[src/rtl/keypad_scanner_if.sv]
// Keypad matrix bus between the row/column scanner and the keypad/decoder side.
interface keypad_scanner_if;
    logic [3:0] col_n;
    logic [3:0] row_n;
    logic       key_detected;
    logic [3:0] key_row;
    logic [3:0] key_col;

    // Scanner side: drives rows and reports the locked key.
    modport master (
        input  col_n,
        output row_n,
        output key_detected,
        output key_row,
        output key_col
    );

    // Keypad/decoder side: returns columns and consumes the key report.
    modport slave (
        output col_n,
        input  row_n,
        input  key_detected,
        input  key_row,
        input  key_col
    );
endinterface

[src/rtl/keypad_scanner.sv]
// 4x4 keypad row scanner: one-row-at-a-time drive, column sync, single-key lock with ghost rejection.
module keypad_scanner #(
    parameter int unsigned SETTLE_CYCLES = 3000
) (
    input  logic              clk,
    input  logic              rst,
    keypad_scanner_if.master  kp
);

    localparam int unsigned CW       = (SETTLE_CYCLES > 1) ? $clog2(SETTLE_CYCLES) : 1;
    localparam logic [CW-1:0] CNT_LAST = CW'(SETTLE_CYCLES - 1);

    typedef enum logic [1:0] {
        ST_SWEEP = 2'b01,
        ST_HOLD  = 2'b10
    } state_t;

    state_t        state_q, state_d;
    logic [3:0]    col_meta_q, col_sync_q;
    logic [3:0]    col_s;
    logic [CW-1:0] cnt_q, cnt_d;
    logic [1:0]    r_q, r_d, r_nx;
    logic [4:0]    hits_q, hits_d, hits_sum;
    logic [1:0]    cand_row_q, cand_row_d, cand_row_nx;
    logic [3:0]    cand_col_q, cand_col_d, cand_col_nx;
    logic [3:0]    row_n_q, row_n_d;
    logic          det_q, det_d;
    logic [3:0]    key_row_q, key_row_d;
    logic [3:0]    key_col_q, key_col_d;
    logic          sample;
    logic          first_hit;
    logic          sweep_lock;
    logic          hold_lost;

    function automatic logic [2:0] pop4(input logic [3:0] v);
        pop4 = {2'b00, v[0]} + {2'b00, v[1]} + {2'b00, v[2]} + {2'b00, v[3]};
    endfunction

    // Two-flop synchroniser on the asynchronous active-low columns.
    always_ff @(posedge clk or posedge rst) begin
        if (rst) begin
            col_meta_q <= 4'b1111;
            col_sync_q <= 4'b1111;
        end else begin
            col_meta_q <= kp.col_n;
            col_sync_q <= col_meta_q;
        end
    end

    assign col_s       = ~col_sync_q;
    assign sample      = (cnt_q == CNT_LAST);
    assign hits_sum    = hits_q + 5'(pop4(col_s));
    assign first_hit   = (hits_q == 5'd0) && (col_s != 4'b0000);
    assign cand_row_nx = first_hit ? r_q : cand_row_q;
    assign cand_col_nx = first_hit ? col_s : cand_col_q;
    assign r_nx        = r_q + 2'd1;
    assign sweep_lock  = sample && (r_q == 2'd3) && (hits_sum == 5'd1);
    assign hold_lost   = sample && (col_s != key_col_q);

    // State register.
    always_ff @(posedge clk or posedge rst) begin
        if (rst) state_q <= ST_SWEEP;
        else     state_q <= state_d;
    end

    // Next-state: lock on a sweep with exactly one hit, drop when the held column pattern changes.
    always_comb begin
        state_d = ST_SWEEP;
        case (state_q)
            ST_SWEEP: state_d = sweep_lock ? ST_HOLD : ST_SWEEP;
            ST_HOLD:  state_d = hold_lost ? ST_SWEEP : ST_HOLD;
            default:  state_d = ST_SWEEP;
        endcase
    end

    // Next values for the dwell counter, sweep accumulators and registered outputs.
    always_comb begin
        cnt_d      = sample ? '0 : cnt_q + CW'(1);
        r_d        = r_q;
        hits_d     = hits_q;
        cand_row_d = cand_row_q;
        cand_col_d = cand_col_q;
        row_n_d    = row_n_q;
        det_d      = det_q;
        key_row_d  = key_row_q;
        key_col_d  = key_col_q;
        case (state_q)
            ST_SWEEP: begin
                if (sweep_lock) begin
                    // Park on the locked row; the wrapped counter gives it a full dwell.
                    det_d      = 1'b1;
                    key_row_d  = 4'b0001 << cand_row_nx;
                    key_col_d  = cand_col_nx;
                    row_n_d    = ~(4'b0001 << cand_row_nx);
                    r_d        = 2'd0;
                    hits_d     = 5'd0;
                    cand_row_d = 2'd0;
                    cand_col_d = 4'b0000;
                end else if (sample && (r_q == 2'd3)) begin
                    r_d        = 2'd0;
                    hits_d     = 5'd0;
                    cand_row_d = 2'd0;
                    cand_col_d = 4'b0000;
                    row_n_d    = 4'b1110;
                end else if (sample) begin
                    r_d        = r_nx;
                    hits_d     = hits_sum;
                    cand_row_d = cand_row_nx;
                    cand_col_d = cand_col_nx;
                    row_n_d    = ~(4'b0001 << r_nx);
                end
            end
            ST_HOLD: begin
                if (hold_lost) begin
                    det_d      = 1'b0;
                    key_row_d  = 4'b0000;
                    key_col_d  = 4'b0000;
                    r_d        = 2'd0;
                    hits_d     = 5'd0;
                    cand_row_d = 2'd0;
                    cand_col_d = 4'b0000;
                    row_n_d    = 4'b1110;
                end
            end
            default: begin
                cnt_d      = '0;
                r_d        = 2'd0;
                hits_d     = 5'd0;
                cand_row_d = 2'd0;
                cand_col_d = 4'b0000;
                row_n_d    = 4'b1110;
                det_d      = 1'b0;
                key_row_d  = 4'b0000;
                key_col_d  = 4'b0000;
            end
        endcase
    end

    // Datapath and output registers.
    always_ff @(posedge clk or posedge rst) begin
        if (rst) begin
            cnt_q      <= '0;
            r_q        <= 2'd0;
            hits_q     <= 5'd0;
            cand_row_q <= 2'd0;
            cand_col_q <= 4'b0000;
            row_n_q    <= 4'b1110;
            det_q      <= 1'b0;
            key_row_q  <= 4'b0000;
            key_col_q  <= 4'b0000;
        end else begin
            cnt_q      <= cnt_d;
            r_q        <= r_d;
            hits_q     <= hits_d;
            cand_row_q <= cand_row_d;
            cand_col_q <= cand_col_d;
            row_n_q    <= row_n_d;
            det_q      <= det_d;
            key_row_q  <= key_row_d;
            key_col_q  <= key_col_d;
        end
    end

    assign kp.row_n        = row_n_q;
    assign kp.key_detected = det_q;
    assign kp.key_row      = key_row_q;
    assign kp.key_col      = key_col_q;

endmodule

[src/flat_wrapper.sv]
// flat-port wrapper written by rule: the top's interface ports become plain ports
module keypad_scanner_flat 
#(
    parameter int unsigned SETTLE_CYCLES = 3000
)
  (clk, rst, kp_col_n, kp_row_n, kp_key_detected, kp_key_row, kp_key_col);
  keypad_scanner_if kp_i ();
  input  logic clk;
  input  logic rst;
  input wire logic [$bits(kp_i.col_n)-1:0] kp_col_n;
  output wire logic [$bits(kp_i.row_n)-1:0] kp_row_n;
  output wire logic [$bits(kp_i.key_detected)-1:0] kp_key_detected;
  output wire logic [$bits(kp_i.key_row)-1:0] kp_key_row;
  output wire logic [$bits(kp_i.key_col)-1:0] kp_key_col;
  assign kp_i.col_n = kp_col_n;
  assign kp_row_n = kp_i.row_n;
  assign kp_key_detected = kp_i.key_detected;
  assign kp_key_row = kp_i.key_row;
  assign kp_key_col = kp_i.key_col;
  keypad_scanner #(.SETTLE_CYCLES(SETTLE_CYCLES)) u_core (.clk(clk), .rst(rst), .kp(kp_i));
endmodule
[config.mk]
export PLATFORM = sky130hd
export DESIGN_NAME = keypad_scanner_flat
export DESIGN_NICKNAME = d
export VERILOG_FILES = /design/src/rtl/keypad_scanner_if.sv /design/src/rtl/keypad_scanner.sv /design/src/flat_wrapper.sv
export SDC_FILE = /design/constraint.sdc
export NUM_CORES = 1
export LEC_CHECK = 0
export CORE_MARGIN = 8
export CORE_UTILIZATION = 60
export DETAILED_ROUTE_END_ITERATION = 10
export DONT_BUFFER_PORTS = 1
export HOLD_SLACK_MARGIN = 0.1
export PLACE_DENSITY = 0.76
export SYNTH_ARGS = -nofsm -noshare
export SYNTH_HDL_FRONTEND = slang
export SYNTH_SLANG_ARGS = --single-unit
[constraint.sdc]
create_clock -name clk -period 6.3 [get_ports clk]
set_input_delay 0.63 -clock clk [delete_from_list [all_inputs] [get_ports clk]]
set_output_delay 0.63 -clock clk [all_outputs]
set_load 0.005 [all_outputs]
==> reports/metrics.yaml <==
core_area_sq_mm: 0.00394
syn_area_per_cell_sq_um: 10.5
synth_edf_count: 0
cts_tree: "yes"
drv_slew: 0
clockBufferDepth: 2
max_freq_mhz: 262
syn_to_final_growth_pct: 7.39
worstMarginPinSlew_ns: 0.976
die_y_microns: 79.7
timing.final.ws_setup_ns: 2.49
finalWirelength_mm: 5.03
dieArea_sq_mm: 0.00636
synth_seq_cells: 48
rsz0062_at_grt: "false"
arrival_ns: 4.06
vias_per_cell: 6.07
async_flop_share_pct: 100
grt_max_degree: 49
cts_setup_buffers: 0
clk_latency_ns: 0.30
setup_viol_count_final: 0
synth-main-ff-cell: "dfrtp_1"
pwr-share-comb_pct: 3.4
worstHoldPathType: "in2reg"
dpl_cell_area_sq_mm: 0.00248
cp-end-kind: "register"
cp_max_fo: 5
power.density_mw_per_mm2: 228
first_iter_violations: 141
hold_viol: 0
track_usage_pct: 16.9
switching_share_pct: 20.0
p_int_w: 0.000478
ioPinCount: 19
grt_pass1_wl_mm: 8.37
setup_tns_ns: 0
wl_per_cell_microns: 17.6
h-tree-depth: 2
path_buf_inv: 2
outcome: "complete, no violations"
cp_slowest_cell: "nor4_1"
grt_pass1_vias: 1706
synth_area_sq_mm: 0.00244
cts.sinks: 48
diodes: 0
vias: 1737
gp_congestion: 0.871
drive_gt1_share_pct: 10.6
start_kind: "register"
synth_top_area_share_pct: 37.0
synth_cells: 232
cpLargestDelayFamily: "adder cells"
p_leak_nw: 1.15
cap_violations: 0
dp_hpwl_mm: 3.64
skew_ns: 0.00955
clk_pin_slew_ns: 0.09
cts_buffers: 5
synth_common_cells: "36 x dfrtp_1, 22 x nand2_1, 18 x nor2_1"
critPathKind: "reg2reg"
row_count: 23
die_x_microns: 79.7
antenna_found_initial: 0
vdd_drop_max_mv: 0.149
ys_top_cells_by_area: "dfrtp_1 37%, dfstp_2 13%, ha_1 6.7%"
cp.required_ns: 6.55
fin_nets: 256
seqPwrFrac_pct: 52.9
yosysTopAreaCell: "dfrtp_1"
crit_path_cell_trace: "inv_1 -> ha_1 -> fa_1 -> ha_1 -> inv_1 -> fa_1 -> nor2b_1 -> o21ai_0 -> xnor2_1 -> nor4_1 -> mux2i_1 -> o22a_1"
yosysWarnings: 0
drc: 0
worst_path_largest_cell_delay_ns: 0.75
cts-resized-gates: 0
stdcell_area_sq_mm: 0.00262
clkPwrFrac_pct: 43.7
dp_slack_ns: 2.57
port_buffers: 0
grt-ovfl-total: 0
period_minus_slack_ns: 3.81
ant_nets: 0
yosysMostFrequentCell: "dfrtp_1"
clockRootBuffer: "clkbuf_8"
synth_seq_area_share_pct: 49.9
start_util_pct: 61.8
p_sw_w: 0.000119
ctsHoldBuffers: 0
yosys.cell_types.count: 41
fin_crit_sh_pct: 60.5
relSlewSlack_pct: 34.8
first_pass_iters: 4
synth_nets: 253
-- cells by family after synthesis --
kind of cell	Yosys count	synth area share [%]
muxes	3	1.23
AOI/OAI and AO/OA	52	15.2
xor gates and xnor gates	16	5.75
buffers and inverters	20	3.08
adders and majority gates	15	8.32
and+or+nand+nor	78	16.5
DFF	48	49.9
-- final timing paths --
| check | start | to | slack (ns) | cells past startpoint |
|---|---|---|---|---|
| worst max-delay path | u_core.col_sync_q[0] | u_core.kp.row_n[2] | 2.49 | 12 |
| worst min-delay path | kp_col_n[2] | u_core.col_meta_q[2] | 0.32 | 0 |
| worst max register to register | u_core.col_sync_q[0] | u_core.kp.row_n[2] | 2.49 | 12 |
| worst min register to register | u_core.col_meta_q[2] | u_core.col_sync_q[2] | 0.36 | 0 |
| max in group asynchronous | rst | u_core.kp.key_row[2] | 5.26 | 1 |
| min in group asynchronous | rst | u_core.cand_col_q[3] | 0.42 | 1 |
-- metal layers --
layer	wire (microns)	vias up	track usage, %
li1	-	833	-
met1	2210	867	20.6
met2	2530	28	27.8
met3	201	9	4.62
met4	89	0	6.36
met5	0	-	0
-- sequential cells by signal (all words and copies together), names as in the netlist --
register / flops
u_core.kp.key_col: 4
u_core.state_q: 2
u_core.cand_col_q: 4
u_core.col_sync_q: 4
u_core.hits_q: 5
u_core.col_meta_q: 4
u_core.r_q: 2
u_core.cnt_q: 12
u_core.cand_row_q: 2
u_core.kp.key_row: 4
u_core.kp.row_n: 4
u_core.kp.key_detected: 1
-- per-stage QoR --
step                      std cells  power (W)  utilization, %  hold WS, ns
final                           286   0.000597            66.4        0.324
after global routing            286   0.000617            66.4        0.306
after CTS                       286   0.000599            66.4        0.317
after detailed placement        278   0.000342            63.0        0.347
after global placement          278   0.000341            63.0        0.346
after floorplan                 232   0.000336               -        0.345
-- cells in the final DEF (no fill, tap or decap), types with 4 or more instances in the layout --
| master | n |
|---|---|
| a21oi_1 | 6 |
| clkbuf_8 | 5 |
| dfstp_2 | 12 |
| ha_1 | 13 |
| a32o_1 | 6 |
| o22a_1 | 4 |
| nor2_1 | 18 |
| nand3_1 | 11 |
| nand2_1 | 22 |
| a31oi_1 | 4 |
| xor2_1 | 10 |
| dfrtp_1 | 36 |
| inv_1 | 15 |
| and3_1 | 4 |
| o21ai_0 | 13 |
| xnor2_1 | 6 |
| o2bb2ai_1 | 6 |
-- power groups by stage --
stage / combinational (W) / sequential, W / clock, W
floorplan: 0.0000158 / 0.000320 / 0
global placement: 0.0000201 / 0.000321 / 0
detailed placement: 0.0000205 / 0.000321 / 0
CTS: 0.0000208 / 0.000315 / 0.000263
global route: 0.0000243 / 0.000316 / 0.000277
finish: 0.0000204 / 0.000315 / 0.000261
-- cell type report --
class,count,area (sq um)
well taps,50,62.6
fillers,287,1330
inverters,16,60.1
clock inverters,2,60.1
clock buffers,6,72.6
multi-input cells,164,1150
flip-flops and latches,48,1220
Power figures use the tool's default switching activity.
